[src/rtl/l1d_req_arb_pkg.sv]
// Shared types for the L1D tag-pipe request arbiter.
// Holds the tag request payload and the replay-queue entry layout.
package l1d_req_arb_pkg;

  localparam int L1D_REQ_ARB_NUM = 3;
  localparam int REQ_ID_W = $clog2(L1D_REQ_ARB_NUM);
  localparam int L1D_ADDR_W = 32;

  typedef struct packed {
    logic [L1D_ADDR_W-1:0] addr;
    logic [1:0]            op;
  } pack_l1d_tag_req;

  typedef struct packed {
    pack_l1d_tag_req     pld;
    logic [REQ_ID_W-1:0] src;
  } pack_l1d_req_arb_replay;

  typedef enum logic {
    OR_EMPTY,
    OR_FULL
  } or_st_t;

endpackage

[src/rtl/l1d_req_arb_rr.sv]
// Round-robin pick: first valid index at or after the pointer.
// Pointer moves past the winner only when the grant is taken.
module l1d_req_arb_rr #(
  parameter int REQ_NUM = 3,
  parameter int ID_W = $clog2(REQ_NUM)
) (
  input  logic               clk,
  input  logic               rst_n,
  input  logic [REQ_NUM-1:0] vld,
  input  logic               adv,
  output logic [REQ_NUM-1:0] gnt,
  output logic [ID_W-1:0]    idx,
  output logic               any
);

  logic [ID_W-1:0] ptr;
  int              j;

  always_comb begin
    gnt = '0;
    idx = '0;
    any = 1'b0;
    j   = 0;
    for (int k = 0; k < REQ_NUM; k++) begin
      j = int'(ptr) + k;
      if (j >= REQ_NUM) j = j - REQ_NUM;
      if (!any && vld[j]) begin
        any    = 1'b1;
        idx    = ID_W'(j);
        gnt[j] = 1'b1;
      end
    end
  end

  always_ff @(posedge clk or negedge rst_n) begin
    if (!rst_n) begin
      ptr <= '0;
    end else if (adv) begin
      ptr <= (idx == ID_W'(REQ_NUM - 1)) ? '0 : idx + ID_W'(1);
    end
  end

endmodule

[src/rtl/l1d_req_arb.sv]
// L1D tag-pipe request arbiter with cancel/replay and one output register.
// Optional perf counters under L1D_REQ_ARB_PERF_EN.
module l1d_req_arb
  import l1d_req_arb_pkg::*;
#(
  parameter int REQ_NUM = L1D_REQ_ARB_NUM,
  parameter int REPLAY_DEPTH = 2
`ifdef L1D_REQ_ARB_PERF_EN
  ,
  parameter int PERF_CNT_W = 16
`endif
) (
  input  logic                clk,
  input  logic                rst_n,
  input  logic [REQ_NUM-1:0]  req_vld,
  output logic [REQ_NUM-1:0]  req_rdy,
  input  pack_l1d_tag_req     req_pld [REQ_NUM],
  output logic                tag_req_vld,
  input  logic                tag_req_rdy,
  output pack_l1d_tag_req     tag_req_pld,
  output logic [REQ_ID_W-1:0] tag_req_src,
  input  logic                cancel_last_trans,
  output logic                replay_busy
`ifdef L1D_REQ_ARB_PERF_EN
  ,
  output logic [PERF_CNT_W-1:0] cancel_cnt,
  output logic [PERF_CNT_W-1:0] replay_cnt
`endif
);

  or_st_t                 or_st;
  or_st_t                 or_nxt;
  logic                   or_rep;
  logic                   la_vld;
  pack_l1d_req_arb_replay la;
  pack_l1d_req_arb_replay q [REPLAY_DEPTH];
  logic                   head;
  logic [1:0]             cnt;

  logic [REQ_NUM-1:0]  rr_gnt;
  logic [REQ_ID_W-1:0] rr_idx;
  logic                rr_any;

  logic or_load;
  logic hs;
  logic q_empty;
  logic q_full;
  logic pop;
  logic grant_any;
  logic push_req;
  logic push;
  logic wr_idx;

  assign tag_req_vld = (or_st == OR_FULL);
  assign replay_busy = !q_empty;

  assign q_empty   = (cnt == 2'd0);
  assign q_full    = (cnt == 2'(REPLAY_DEPTH));
  assign or_load   = (or_st == OR_EMPTY) || tag_req_rdy;
  assign hs        = tag_req_vld && tag_req_rdy;
  assign pop       = !q_empty && or_load;
  assign grant_any = rst_n && q_empty && or_load && rr_any;
  assign req_rdy   = grant_any ? rr_gnt : '0;

  // Replay tail sits at head+cnt; with a pop at full it reuses the head slot.
  assign push_req = cancel_last_trans && la_vld;
  assign push     = push_req && (!q_full || pop);
  assign wr_idx   = head ^ cnt[0];

  l1d_req_arb_rr #(
    .REQ_NUM (REQ_NUM),
    .ID_W    (REQ_ID_W)
  ) u_rr (
    .clk   (clk),
    .rst_n (rst_n),
    .vld   (req_vld),
    .adv   (grant_any),
    .gnt   (rr_gnt),
    .idx   (rr_idx),
    .any   (rr_any)
  );

  always_comb begin
    or_nxt = or_st;
    if (pop || grant_any) or_nxt = OR_FULL;
    else if (hs)          or_nxt = OR_EMPTY;
  end

  always_ff @(posedge clk or negedge rst_n) begin
    if (!rst_n) begin
      or_st       <= OR_EMPTY;
      tag_req_pld <= '0;
      tag_req_src <= '0;
      or_rep      <= 1'b0;
      la_vld      <= 1'b0;
      la          <= '0;
      head        <= 1'b0;
      cnt         <= 2'd0;
      for (int i = 0; i < REPLAY_DEPTH; i++) q[i] <= '0;
    end else begin
      or_st <= or_nxt;
      if (pop) begin
        tag_req_pld <= q[head].pld;
        tag_req_src <= q[head].src;
        or_rep      <= 1'b1;
      end else if (grant_any) begin
        tag_req_pld <= req_pld[rr_idx];
        tag_req_src <= rr_idx;
        or_rep      <= 1'b0;
      end
      la_vld <= hs;
      if (hs) begin
        la.pld <= tag_req_pld;
        la.src <= tag_req_src;
      end
      if (push) q[wr_idx] <= la;
      if (pop) head <= ~head;
      cnt <= cnt + 2'(push) - 2'(pop);
    end
  end

  a_replay_no_overflow: assert property (
    @(posedge clk) disable iff (!rst_n)
    !(push_req && q_full && !pop)
  );

`ifdef L1D_REQ_ARB_PERF_EN
  always_ff @(posedge clk or negedge rst_n) begin
    if (!rst_n) begin
      cancel_cnt <= '0;
      replay_cnt <= '0;
    end else begin
      if (push_req && cancel_cnt != '1)
        cancel_cnt <= cancel_cnt + PERF_CNT_W'(1);
      if (hs && or_rep && replay_cnt != '1)
        replay_cnt <= replay_cnt + PERF_CNT_W'(1);
    end
  end
`endif

endmodule

[config.mk]
export PLATFORM = sky130hd
export DESIGN_NAME = l1d_req_arb
export DESIGN_NICKNAME = d
export VERILOG_FILES = /design/src/rtl/l1d_req_arb_pkg.sv /design/src/rtl/l1d_req_arb_rr.sv /design/src/rtl/l1d_req_arb.sv
export SDC_FILE = /design/constraint.sdc
export NUM_CORES = 1
export LEC_CHECK = 0
export ABC_AREA = 1
export ABC_CLOCK_PERIOD_IN_PS = 2900
export CORE_MARGIN = 2
export CORE_UTILIZATION = 50
export DETAILED_ROUTE_END_ITERATION = 8
export PLACE_DENSITY = 0.77
export SLEW_MARGIN = 20
export SYNTH_ARGS = -nofsm -noshare
export SYNTH_HDL_FRONTEND = slang
export SYNTH_SLANG_ARGS = --single-unit
[constraint.sdc]
create_clock -name clk -period 2.9 [get_ports clk]
set_clock_uncertainty 0.15 [all_clocks]
set_input_delay 0.87 -clock clk [delete_from_list [all_inputs] [get_ports clk]]
set_output_delay 0.87 -clock clk [all_outputs]
set_load 0.05 [all_outputs]
* Word-level counts from Yosys, hierarchy flattened
Index checks and enable logic that the tools add are counted.
Cells by class: add/sub/neg operators 8, magnitude comparators 13, eq/ne operators 2, multiplexer cells 44, bitwise logic cells 8, reductions and logical operators 23
Operator list (count):
- 36-bit 2-to-1 mux | 4
- 34-bit 2-to-1 mux | 4
- 32-bit by 1-bit >= comparator with 1-bit output, second input constant | 3
- 32-bit by 4-bit less-than comparator with 1-bit output, second input constant | 3
- 32-bit 2-to-1 mux | 3
- 72-bit bitwise mux | 1
- 34-bit binary-select mux with 2-bit select | 1
- 32-bit by 3-bit >= comparator with 1-bit output, second input constant | 2
- 32-bit by 3-bit subtractor with 32-bit output, second input constant | 2
- 36-bit demux with 1-bit select | 1
- 1-bit 2-to-1 mux | 14
- 1-bit logical AND | 13
- 2-bit 2-to-1 mux | 6
- 3-bit 2-to-1 mux | 4
- 1-bit binary-select mux with 2-bit select | 3
- 1-bit demux with 2-bit select | 3
- 2-bit >= comparator, second input constant | 3
- 3-bit bitwise OR | 2
- 2-bit == test, second input constant | 2
- 1-bit zero test | 4
- 1-bit inverter with 2-bit output | 2
- 2-bit nonzero test | 2
- 2-bit by 1-bit adder with 3-bit output, second input constant | 1
- 2-bit by 2-bit adder with 3-bit output, second input constant | 1
- other kinds (11) | 14
Word-level totals: register bits 151, input bits 109, output and inout port bits 41, logic and storage cells 115

* Logic depth before layout (Yosys ltp)
Gate-level depths: netlist of run 1.
word-level depth 18, depth in mapped cells 17, mapped depth without buffers 16

* Cells and area by module
Synthesis of run 1 repeated with hierarchy kept, for this count alone.
Second synthesis, totals: cell total of the unflattened synthesis 1177, area total of the unflattened synthesis 8106.5 µm²
By module, submodules not included:
- l1d_req_arb | instances 1, cells an instance 1110, area each 7698.6 µm², sequential area each 3728.6 µm²
- l1d_req_arb_rr | instances 1, cells an instance 67, area each 407.9 µm², sequential area each 50.0 µm²

* Least setup slack after synthesis of run 1
Ideal clock, no wire load.
path type input port to output port, start input port req_vld[1], end output port req_rdy[1], arrival 2.328 ns, data required time 1.880 ns, slack -0.448 ns, cell stages on the path 8, buffers on the path 1, path through nand2_1 > nand3_2 > nand2_4 > nand2_1 > nand2_2 > inv_4 > buf_2 > a21oi_1
Between the ends: cells in the longest elaborated chain, start to end 12, elaborated cells on any way between the ends 23, those cells by class mux (16); bitwise (2); reduce/logical (5)
RTL lines:
- from (decl) | line l1d_req_arb.sv:15 | input logic [REQ_NUM-1:0] req_vld,
- 1-bit binary-select mux with 2-bit select | line l1d_req_arb_rr.sv:27 | if (!any && vld[j]) begin
- 1-bit 2-to-1 mux (not written as such) (2 in a row) | line l1d_req_arb_rr.sv:27
- 1-bit 2-to-1 mux | line l1d_req_arb_rr.sv:27
- 1-bit zero test | line l1d_req_arb_rr.sv:27
- 1-bit logical AND | line l1d_req_arb_rr.sv:27
- 1-bit 2-to-1 mux | line l1d_req_arb_rr.sv:27
- 1-bit zero test | line l1d_req_arb_rr.sv:27
- 1-bit logical AND | line l1d_req_arb_rr.sv:27
- 1-bit 2-to-1 mux | line l1d_req_arb_rr.sv:27
- 1-bit logical AND | line l1d_req_arb.sv:62 | assign grant_any = rst_n && q_empty && or_load && rr_any;
- 3-bit 2-to-1 mux * | line l1d_req_arb.sv:63 | assign req_rdy = grant_any ? rr_gnt : '0;
- to (decl) | line l1d_req_arb.sv:16 | output logic [REQ_NUM-1:0] req_rdy,
Every way passes the cells marked *; elsewhere a longest branch is shown, timed or not. The select of a mux whose other input is x is not followed.

* Worst setup path in the final report of run 1
start register u_rr.ptr[1], end output port req_rdy[1]
Between the ends: cells in the longest elaborated chain, start to end 14, elaborated cells on any way between the ends 49, those cells by class add/sub (5); order compare (9); mux (25); bitwise (2); reduce/logical (8)
RTL lines:
- from (decl) | line l1d_req_arb_rr.sv:16 | logic [ID_W-1:0] ptr;
- from (signal assigned) | line l1d_req_arb_rr.sv:39 | ptr <= (idx == ID_W'(REQ_NUM - 1)) ? '0 : idx + ID_W'(1);
- parallel branches: the longest is 13 deep, another holds 32-bit by 3-bit subtractor with 32-bit output
- 3-bit 2-to-1 mux * | line l1d_req_arb.sv:63
Mark *: on every way between the ends. The select of a mux whose other input is x is not followed.

==> results.txt, run 1 <==
The first detailed-routing pass took 5 iterations. The worst hold-check path type was reg -> reg. The floorplan step set the die height to 129 µm.

The repair_antennas step left the layout with diodes totalling 0. Across all layers, the routed design uses 7013 vias. The share of power burned in registers is 0.262, and the pin count of the biggest net entering global routing is 152. The proportion of total power due to net switching works out to 0.459. Internal power comes to 7.64 mW. The number of flops mapped to enable cells by yosys is 0.

The cell taking the most area after synthesis was sky130_fd_sc_hd__dfrtp_1. The area growth from synthesis to layout is 36.5%. The first-iteration detailed-routing DRC count is 569.

The width of the chip was 129 µm; the static power due to leakage was 5.27 nW. The tools report the clock network fraction of total power as 0.148. By area the synthesized netlist is led by sky130_fd_sc_hd__dfrtp_1 (48%), sky130_fd_sc_hd__nand2_1 (16%), sky130_fd_sc_hd__a21oi_1 (6.7%).

The clock passes through at most 2 buffers. The run finished, with violations left. The share of async-settable or async-resettable flops after synthesis works out to 1.00.

The global routing usage on met2 is 0.433. The logs give 4 for the H-tree depth and 7056 for the number of global-route vias before repair. Maximum fanout encountered on the critical timing path: 4. Among all flip-flop cells after synthesis, the most frequent one is sky130_fd_sc_hd__dfrtp_1.

The transition time at the pin with the least slew margin came out at 786 ps. After clock tree synthesis, the flow added hold-fix buffers numbering 0. The root cell of the clock tree is sky130_fd_sc_hd__clkbuf_16. The tools report the wire length reported by the detailed router as 19.9 mm.

The met1 layer usage reported by global route is 0.321. After routing, the total negative slack on setup checks comes to -755 ps. The worst max-slew margin expressed relative to the limit is 0.476, and the full die area is 16700 µm². For this run, the number of standard cells in the final layout without fillers is 1388. After clock tree synthesis, the clock-pin slew on the worst setup and hold paths is 60 ps.

The post-detailed-route DRC marker count is 0. The checks that failed: setup timing. For the initial antenna violation count, the log shows 0. Setup repair after global routing could not meet its margin everywhere. TritonCTS built the clock tree.

The logs give 151 for the number of clock sinks and 315 MHz for the fmax. Once detailed placement completed, the half-perimeter wirelength came to 12.9 mm. The tools report the global routing met3 resource utilization as 0.0524. The detail route stage leaves a number of antenna-violating nets equal to 0. Worst min-delay path startpoint: tag_req_pld[17]. The I/O pin count came out at 150. The tools report the type of element capturing the critical path as an output port. The run gives 0.513 as the starting utilization of the core area. At the worst endpoint, the required time is 1880 ps. Summing all multi-input logic gate instances after layout gives 3450 µm². For the final estimated routing congestion in global placement, the log shows 0.832. Overall power consumption after layout is estimated at 14.1 mW. The top-area cell type share of the netlist area was 0.483; the tightest hold margin was 348 ps.

The logs give 0.483 for the post-synthesis sequential area ratio and 3 for the total of endpoints with negative setup slack in the final report. Startpoint type of the worst setup path: a flop. Timing analysis after detailed placement gives a worst setup slack of -515 ps. The peak supply drop came out at 0.000831 V. Synthesis inferred 151 register bits. The type of the worst setup path was reg -> out. Global-route usage over all layers: 0.255. The number of vias per cell was 5.05. The minimum setup slack in the final design is -272 ps, and the count of final hold-check violations is 0. Input and output buffers added on the ports amount to 149. The latest clock arrival within the worst-skew pair came out at 420 ps.

After global routing, the most crowded layer is met2. The layout cell share with drive strength beyond 1 came out at 0.148. Number of distinct library cell variants in the gate-level netlist after synthesis: 32.

The logs give 2150 ps for the data arrival time at the worst-slack endpoint and 6.48 mW for the switching power of the nets. The total standard cell area after synthesis is 7820 µm². The detailed-route wire length per cell was 14.3 µm. The combinational group share of total power is 0.589, and the sequential cell area in the final layout is 3780 µm².

The total count of max-transition violations in the final report is 0, and the share of the core filled with cells is 0.700. Max-cap violations in this run came to 0. The gate count after technology mapping was 999; the number of buffers added by the clock tree synthesis step was 17. The placed instances occupy a cell area of 9840 µm². The reg2reg setup slack is 320 ps.

Tracing the worst setup path back leads to its startpoint at u_rr.ptr[1]. The startpoint identified for the worst register-to-register timing path is u_rr.ptr[0]. Once placement completed, the tool counted placed cells totaling 1344. For the number of synthesis warnings, the log shows 0.

The cell area power density is 1320 nW/µm², and the core box area is 15300 µm². A synthesized cell averages 7.83 µm². The post-route minimum period came out at 3170 ps.

The tools report the filler cell count in the final layout as 1212. At the end of the flow, the number of nets in the layout was 1278. With fillers left out, the area of the finished cells amounts to 10700 µm². The overall overflow remaining after global route is 0.

The run gives 1113 as the total nets after synthesis. The share of the clock period used by the worst path after layout is 1.09, and the wire length of the first global-routing pass is 33.5 mm. Row generation in the floorplan step produced 45 rows.
## per-layer routing
metal  vias up  share of wire
met5         -              0
met4         0          0.022
met3        34          0.049
met2       185           0.51
li1       3472              -
met1      3322           0.42
## final cells by class
type                       count  share of cell area
tap                          211              0.0247
timing repair buffer         200               0.199
sequential                   151               0.354
inverter                     124              0.0452
clock buffer                  21              0.0441
multi-input combinational    670               0.323
clock inverter                11             0.00938
## cells in the final DEF (no fill, tap or decap), types with 3 or more instances in the layout
| cell | instances |
|---|---|
| sky130_fd_sc_hd__clkbuf_16 | 17 |
| sky130_fd_sc_hd__nand3_1 | 73 |
| sky130_fd_sc_hd__inv_1 | 112 |
| sky130_fd_sc_hd__clkinv_4 | 3 |
| sky130_fd_sc_hd__clkdlybuf4s15_1 | 3 |
| sky130_fd_sc_hd__clkinv_2 | 4 |
| sky130_fd_sc_hd__ha_4 | 3 |
| sky130_fd_sc_hd__a21oi_4 | 3 |
| sky130_fd_sc_hd__xor2_1 | 3 |
| sky130_fd_sc_hd__buf_6 | 4 |
| sky130_fd_sc_hd__clkbuf_8 | 3 |
| sky130_fd_sc_hd__nor2_4 | 4 |
| sky130_fd_sc_hd__buf_12 | 18 |
| sky130_fd_sc_hd__dfrtp_1 | 149 |
| sky130_fd_sc_hd__a21oi_1 | 102 |
| sky130_fd_sc_hd__nand2_2 | 7 |
| sky130_fd_sc_hd__o21ai_0 | 40 |
| sky130_fd_sc_hd__nand3_2 | 3 |
| sky130_fd_sc_hd__inv_2 | 6 |
| sky130_fd_sc_hd__nor2_1 | 38 |
| sky130_fd_sc_hd__nand2_4 | 7 |
| sky130_fd_sc_hd__buf_4 | 32 |
| sky130_fd_sc_hd__nand2_1 | 334 |
| sky130_fd_sc_hd__mux2_2 | 36 |
| sky130_fd_sc_hd__clkdlybuf4s50_1 | 141 |
| sky130_fd_sc_hd__inv_4 | 5 |
## critical path: stages, from the launching register on
cell and delay, ps:
sky130_fd_sc_hd__dfrtp_1 410, sky130_fd_sc_hd__buf_6 140, sky130_fd_sc_hd__ha_4 310, sky130_fd_sc_hd__nand3_2 80
sky130_fd_sc_hd__nand2_2 90, sky130_fd_sc_hd__inv_2 50, sky130_fd_sc_hd__nor3_4 220, sky130_fd_sc_hd__nand2_2 100
sky130_fd_sc_hd__a21oi_4 160, sky130_fd_sc_hd__buf_6 170
## flip-flops by register name, indices dropped and copies added (netlist names)
name and cells:
cnt 2, q 72, u_rr.ptr 2, head 1
la_vld 1, tag_req_src 2, tag_req_vld 1, tag_req_pld 34
la 36
## synthesized netlist by cell type, drive strengths merged (3+ instances only)
| master | n |
|---|---|
| inv | 124 |
| o21ai | 42 |
| nand2 | 348 |
| nand3 | 78 |
| dfrtp | 151 |
| xor2 | 3 |
| mux2 | 36 |
| a21oi | 106 |
| buf | 36 |
| clkbuf | 18 |
| nor2 | 43 |
| ha | 5 |
## cell families (layout without fill, tap and decap cells)
group / after synthesis / after routing / synth area share
adder cells (fa/ha/maj): 5 / 5 / 0.00800
buffers and inverters: 178 / 356 / 0.0987
XOR/XNOR: 5 / 5 / 0.00560
AND/OR/NAND/NOR: 472 / 472 / 0.252
AO/OA/AOI/OAI: 152 / 152 / 0.101
multiplexers: 36 / 36 / 0.0518
flip-flops: 151 / 151 / 0.483
## power by group through the flow
| stage | registers (mW) | logic (mW) | clock network [mW] |
|---|---|---|---|
| 3_3_place_gp | 3.68 | 7.73 | 0 |
| 6_report | 3.71 | 8.32 | 2.10 |
| 3_5_place_dp | 3.71 | 7.88 | 0 |
| 5_1_grt | 3.83 | 9.21 | 2.21 |
| 4_1_cts | 3.70 | 8.18 | 2.12 |
| 2_1_floorplan | 4.43 | 4.52 | 0 |
## worst paths after layout
check                                  end  cells past startpoint
min reg2reg                         la[19]                      2
min                                 la[19]                      2
min in group asynchronous           cnt[1]                      2
max in group asynchronous             head                      2
max reg2reg                tag_req_pld[12]                     15
max                             req_rdy[1]                      9
## repair_timing
| item | in CTS | in global routing |
|---|---|---|
| pin swaps | 15 | 15 |
| hold endpoints to repair | 0 | 0 |
| setup endpoints to repair | 4 | 3 |
| setup buffers | 3 | 8 |
| resized for setup | 33 | 10 |
Power figures use the tool's default switching activity.
==> inputs of run 2 (changes only) <==
ABC_AREA = not set   (was 1)
PLACE_DENSITY = 0.78   (was 0.77)
==> run 2 against run 1 <==
Effect of this change:
- non-clock buffer count increased by 13
- critical endpoint is now req_rdy[0]
- clock-buffer cell count up 5
- design area increased by 0.12%
- utilization grew 1.1 points
- combinational power is 2.5% higher
- power is 3.3% higher
- synthesized area shrank 2.9%
- the flow still finishes with violations (setup timing)
- first-iteration DRC count is 51% lower
- largest power group unchanged
- cell count decreased by 28%
- register-to-register slack got worse by 320 ps
==> results.txt, run 2 <==
The run finished, with violations left. The checks that failed: setup timing. The run gives -569 ps (-298 ps) as the minimum setup slack in the final design. The number of cells in the design after placement came out at 956 (-29%). The number of distinct library cell variants in the gate-level netlist after synthesis is 46 (+44%), and the cell area power density is 1370 nW/µm² (+3.2%). The share of async-settable or async-resettable flops after synthesis was 1.00 (unchanged). STA classifies the critical path endpoint as an output port. The run gives 4 (+1) as the total of endpoints with negative setup slack in the final report. The final estimated routing congestion in global placement was 0.922 (+11%); the initial antenna violation count was 0 (unchanged). The reg2reg setup slack was 0 ps (-320 ps).

For the largest buffer count on any clock path, the log shows 2 (unchanged). The maximum fanout encountered on the critical timing path is 4 (unchanged). The number of iterations in the first detailed-routing pass came out at 4 (-1). The logs give 45 (unchanged) for the total number of placement rows and 0.498 (+0.0145) for the post-synthesis sequential area ratio.

The startpoint type of the worst setup path is a flop. q holds more flip-flops than any other register. The top-area cell type share of the netlist area came out at 0.498 (+0.0145).

For the global-route usage over all layers, the log shows 0.257 (+0.00284). The tools report the core box area as 15000 µm² (-1.5%). The fmax is 288 MHz (-8.6%), and the area taken by multi-input logic gates is 3860 µm² (+12%).

The run gives -1610 ps (-856 ps) as the summed negative setup slack over all endpoints. The number of flops mapped to enable cells by yosys is 0 (unchanged), and the number of antenna repair diodes is 0 (unchanged). The detailed-route wire length per cell was 21.6 µm (+50%). The run gives 984 (-19%) as the filler cell count in the final layout. The signal on the critical path passes through buf_6, ha_4, mux2i_2, o21ai_2, o31ai_4, or3_4, a211oi_4, buf_12. The biggest area contributor in the post-synthesis netlist is sky130_fd_sc_hd__dfrtp_1. Setup repair after global routing could not meet its margin everywhere. The tools report the full die area as 16200 µm² (-2.8%). Sorting the synthesized cells by how often they occur yields sky130_fd_sc_hd__dfrtp_1 (151), sky130_fd_sc_hd__mux2_2 (108), sky130_fd_sc_hd__mux2i_1 (38). The run gives 0 (unchanged) as the count of final hold-check violations.

The tools report the net total in the final layout as 914 (-28%). The tools report the number of clock sinks as 151 (unchanged). The detailed-placement wirelength estimate came out at 13.6 mm (+5.9%). For the peak supply drop, the log shows 0.000666 V (-20%). By instance count, the leading cell after synthesis is sky130_fd_sc_hd__dfrtp_1. By area the synthesized netlist is led by sky130_fd_sc_hd__dfrtp_1 (50%), sky130_fd_sc_hd__mux2_2 (16%), sky130_fd_sc_hd__a221oi_2 (6.5%). The average footprint of a synthesized cell came out at 12.2 µm² (+56%). The number of synthesis warnings is 0 (unchanged). The logs give 9640 µm² (-2.0%) for the post-place instance area and 6003 (-14%) for the total number of vias. The total of buffers placed on input and output ports works out to 149 (unchanged).

In the synthesized netlist the dominant register cell turns out to be sky130_fd_sc_hd__dfrtp_1. The logs give 734 (-34%) for the total nets after synthesis and 10700 µm² (+0.12%) for the summed area of non-filler cells in the final layout. The width of the chip is 127 µm (-1.4%). In the layout the commonest cells are sky130_fd_sc_hd__dfrtp_1 (150), sky130_fd_sc_hd__clkdlybuf4s50_1 (141), sky130_fd_sc_hd__mux2_2 (108).

The tools report the residual antenna-violating net count after detailed routing as 0 (unchanged). TritonCTS built the clock tree. By startpoint and endpoint, the worst setup path is classified as reg -> out. For the sequential cell area in the final layout, the log shows 3780 µm² (about the same). The total standard cell area after synthesis came out at 7590 µm² (-2.9%). The H-tree depth was 4 (unchanged); the vertical extent of the die was 127 µm (-1.4%). The run gives 620 (-38%) as the gate count after technology mapping. For the number of global-route vias before repair, the log shows 6458 (-8.5%).

The root buffer cell chosen for the clock tree is sky130_fd_sc_hd__clkbuf_16. The relative area change from synthesis to final layout was 40.8%; the static power due to leakage was 4.46 nW (-15%). The share of the core filled with cells came out at 0.711 (+0.0113). The latest clock arrival within the worst-skew pair is 420 ps (about the same), and the post-route minimum period is 3470 ps (+298 ps). Highest cell delay on the worst timing path: 400 ps (about the same). Number of vias per cell: 6.02 (+19%). Leading cell type in the layout, fill and taps excluded: sky130_fd_sc_hd__dfrtp_1. The reported max-cap violation count is 0 (unchanged), and the total of hold buffers inserted after clock tree synthesis is 0 (unchanged). The worst max-slew margin expressed relative to the limit came out at 0.355 (-0.121). In this run the worst hold path is classified as reg -> reg. The tools report the I/O pin count as 150 (unchanged). The logs give 276 (-51%) for the first-iteration detailed-routing DRC count and 77 (-49%) for the pin count of the biggest net entering global routing. The run gives 0 (unchanged) as the post-detailed-route DRC marker count. Starting utilization of the core area: 0.505 (-0.00747). Wire length reported by the detailed router: 21.5 mm (+8.1%).

The largest registers in the layout are q (72), la (36), tag_req_pld (34). The total count of max-transition violations in the final report is 0 (unchanged), and the layout cell share with drive strength beyond 1 is 0.377 (+0.229). The data arrival time at the worst-slack endpoint came out at 2450 ps (+300 ps).

The master of the slowest instance on the critical path was sky130_fd_sc_hd__dfrtp_1. The number of flip-flops under the largest register name is 72 (unchanged), and the share of the clock period used by the worst path after layout is 1.20 (+0.103). The transition time at the pin with the least slew margin was 968 ps (+182 ps).

The clock slew seen by the registers of the worst setup and hold paths is 50 ps (about the same), and the number of buffers added by the clock tree synthesis step is 17 (unchanged). The number of standard cells in the final layout excluding fillers was 998 (-28%). The synthesized flop and latch total is 151 (unchanged). Worst endpoint required time: 1880 ps (about the same). The overall overflow remaining after global route came out at 0 (unchanged). The wire length of the first global-routing pass is 32.7 mm (-2.3%).
## run 2: cell count changes after synthesis, sizes merged, moves of 34 or more
| cell | previous run | this run |
|---|---|---|
| a21oi | 106 | 34 |
| mux2 | 36 | 110 |
| nand2 | 348 | 8 |
| mux2i | 0 | 39 |
| inv | 124 | 6 |
| a221oi | 0 | 34 |
| nand3 | 78 | 3 |
| a21boi | 0 | 34 |
| nor3 | 1 | 36 |
| and3 | 0 | 34 |
| nor2 | 43 | 6 |
## run 2: logic make-up (layout without fill, tap and decap cells)
logic type               after synthesis  count (layout)  share of synthesized area
AND/OR/NAND/NOR                       96              96                     0.0687
XOR/XNOR                               4               4                    0.00462
buffers and inverters                 58             248                     0.0359
AO/OA/AOI/OAI                        157             157                      0.168
adder cells (fa/ha/maj)                5               5                    0.00824
flip-flops                           151             151                      0.498
multiplexers                         149             149                      0.217
## run 2: where the power goes
part / total, mW / switching (mW) / leakage [nW] / internal, mW
logic: 8.53 / 4.63 / 2.43 / 3.89
registers: 3.92 / 0.718 / 1.75 / 3.20
clock network: 2.15 / 0.782 / 0.282 / 1.37
## run 2: timing repair
| item | CTS | global route |
|---|---|---|
| buffers inserted | 3 | 7 |
| endpoints found under the setup margin | 40 | 33 |
| pin swaps | 5 | 33 |
| gates resized for setup | 17 | 102 |
| gates cloned | 0 | 4 |
## run 2: worst max-delay path: cells and delay by family, from the launching register on
kind                       cells  cell delay, ps
AOI/OAI and AO/OA              3             600
adders and majority gates      1             170
buffers and inverters          2             310
DFF                            1             400
muxes                          1             170
and+or+nand+nor                1             380
## run 2: layer usage
layer  share of wire  wire [µm]  global-route usage  vias to the layer above
li1                -          -                   -                     2676
met1            0.40       8700               0.310                     3089
met2            0.52      11300               0.459                      186
met3           0.044        945              0.0490                       52
met4           0.029        616              0.0995                        0
met5               0          0                   0                        -
## run 2: worst paths after layout
check | end | from | cells after the start
worst max-delay path | req_rdy[0] | u_rr.ptr[0] | 8
worst min-delay path | q[52] | q[52] | 1
max in group asynchronous | head | rst_n | 3
worst min register to register | q[52] | q[52] | 1
worst max register to register | tag_req_pld[12] | u_rr.ptr[1] | 14
min in group asynchronous | la[4] | rst_n | 2
## run 2: final cells by class
class	count	area share
timing repair buffer	213	0.207
multi-input combinational	411	0.361
sequential	151	0.354
clock inverter	3	0.00609
inverter	6	0.00211
clock buffer	26	0.0477
tap	188	0.0220
## run 2: stage by stage
step	power [mW]	setup WS, ps	hold WS, ps
4_1_cts	13.5	-562	357
6_report	14.6	-569	354
3_5_place_dp	11.2	-1040	344
3_3_place_gp	10.8	-847	338
2_1_floorplan	8.58	-500	330
5_1_grt	15.3	-615	371
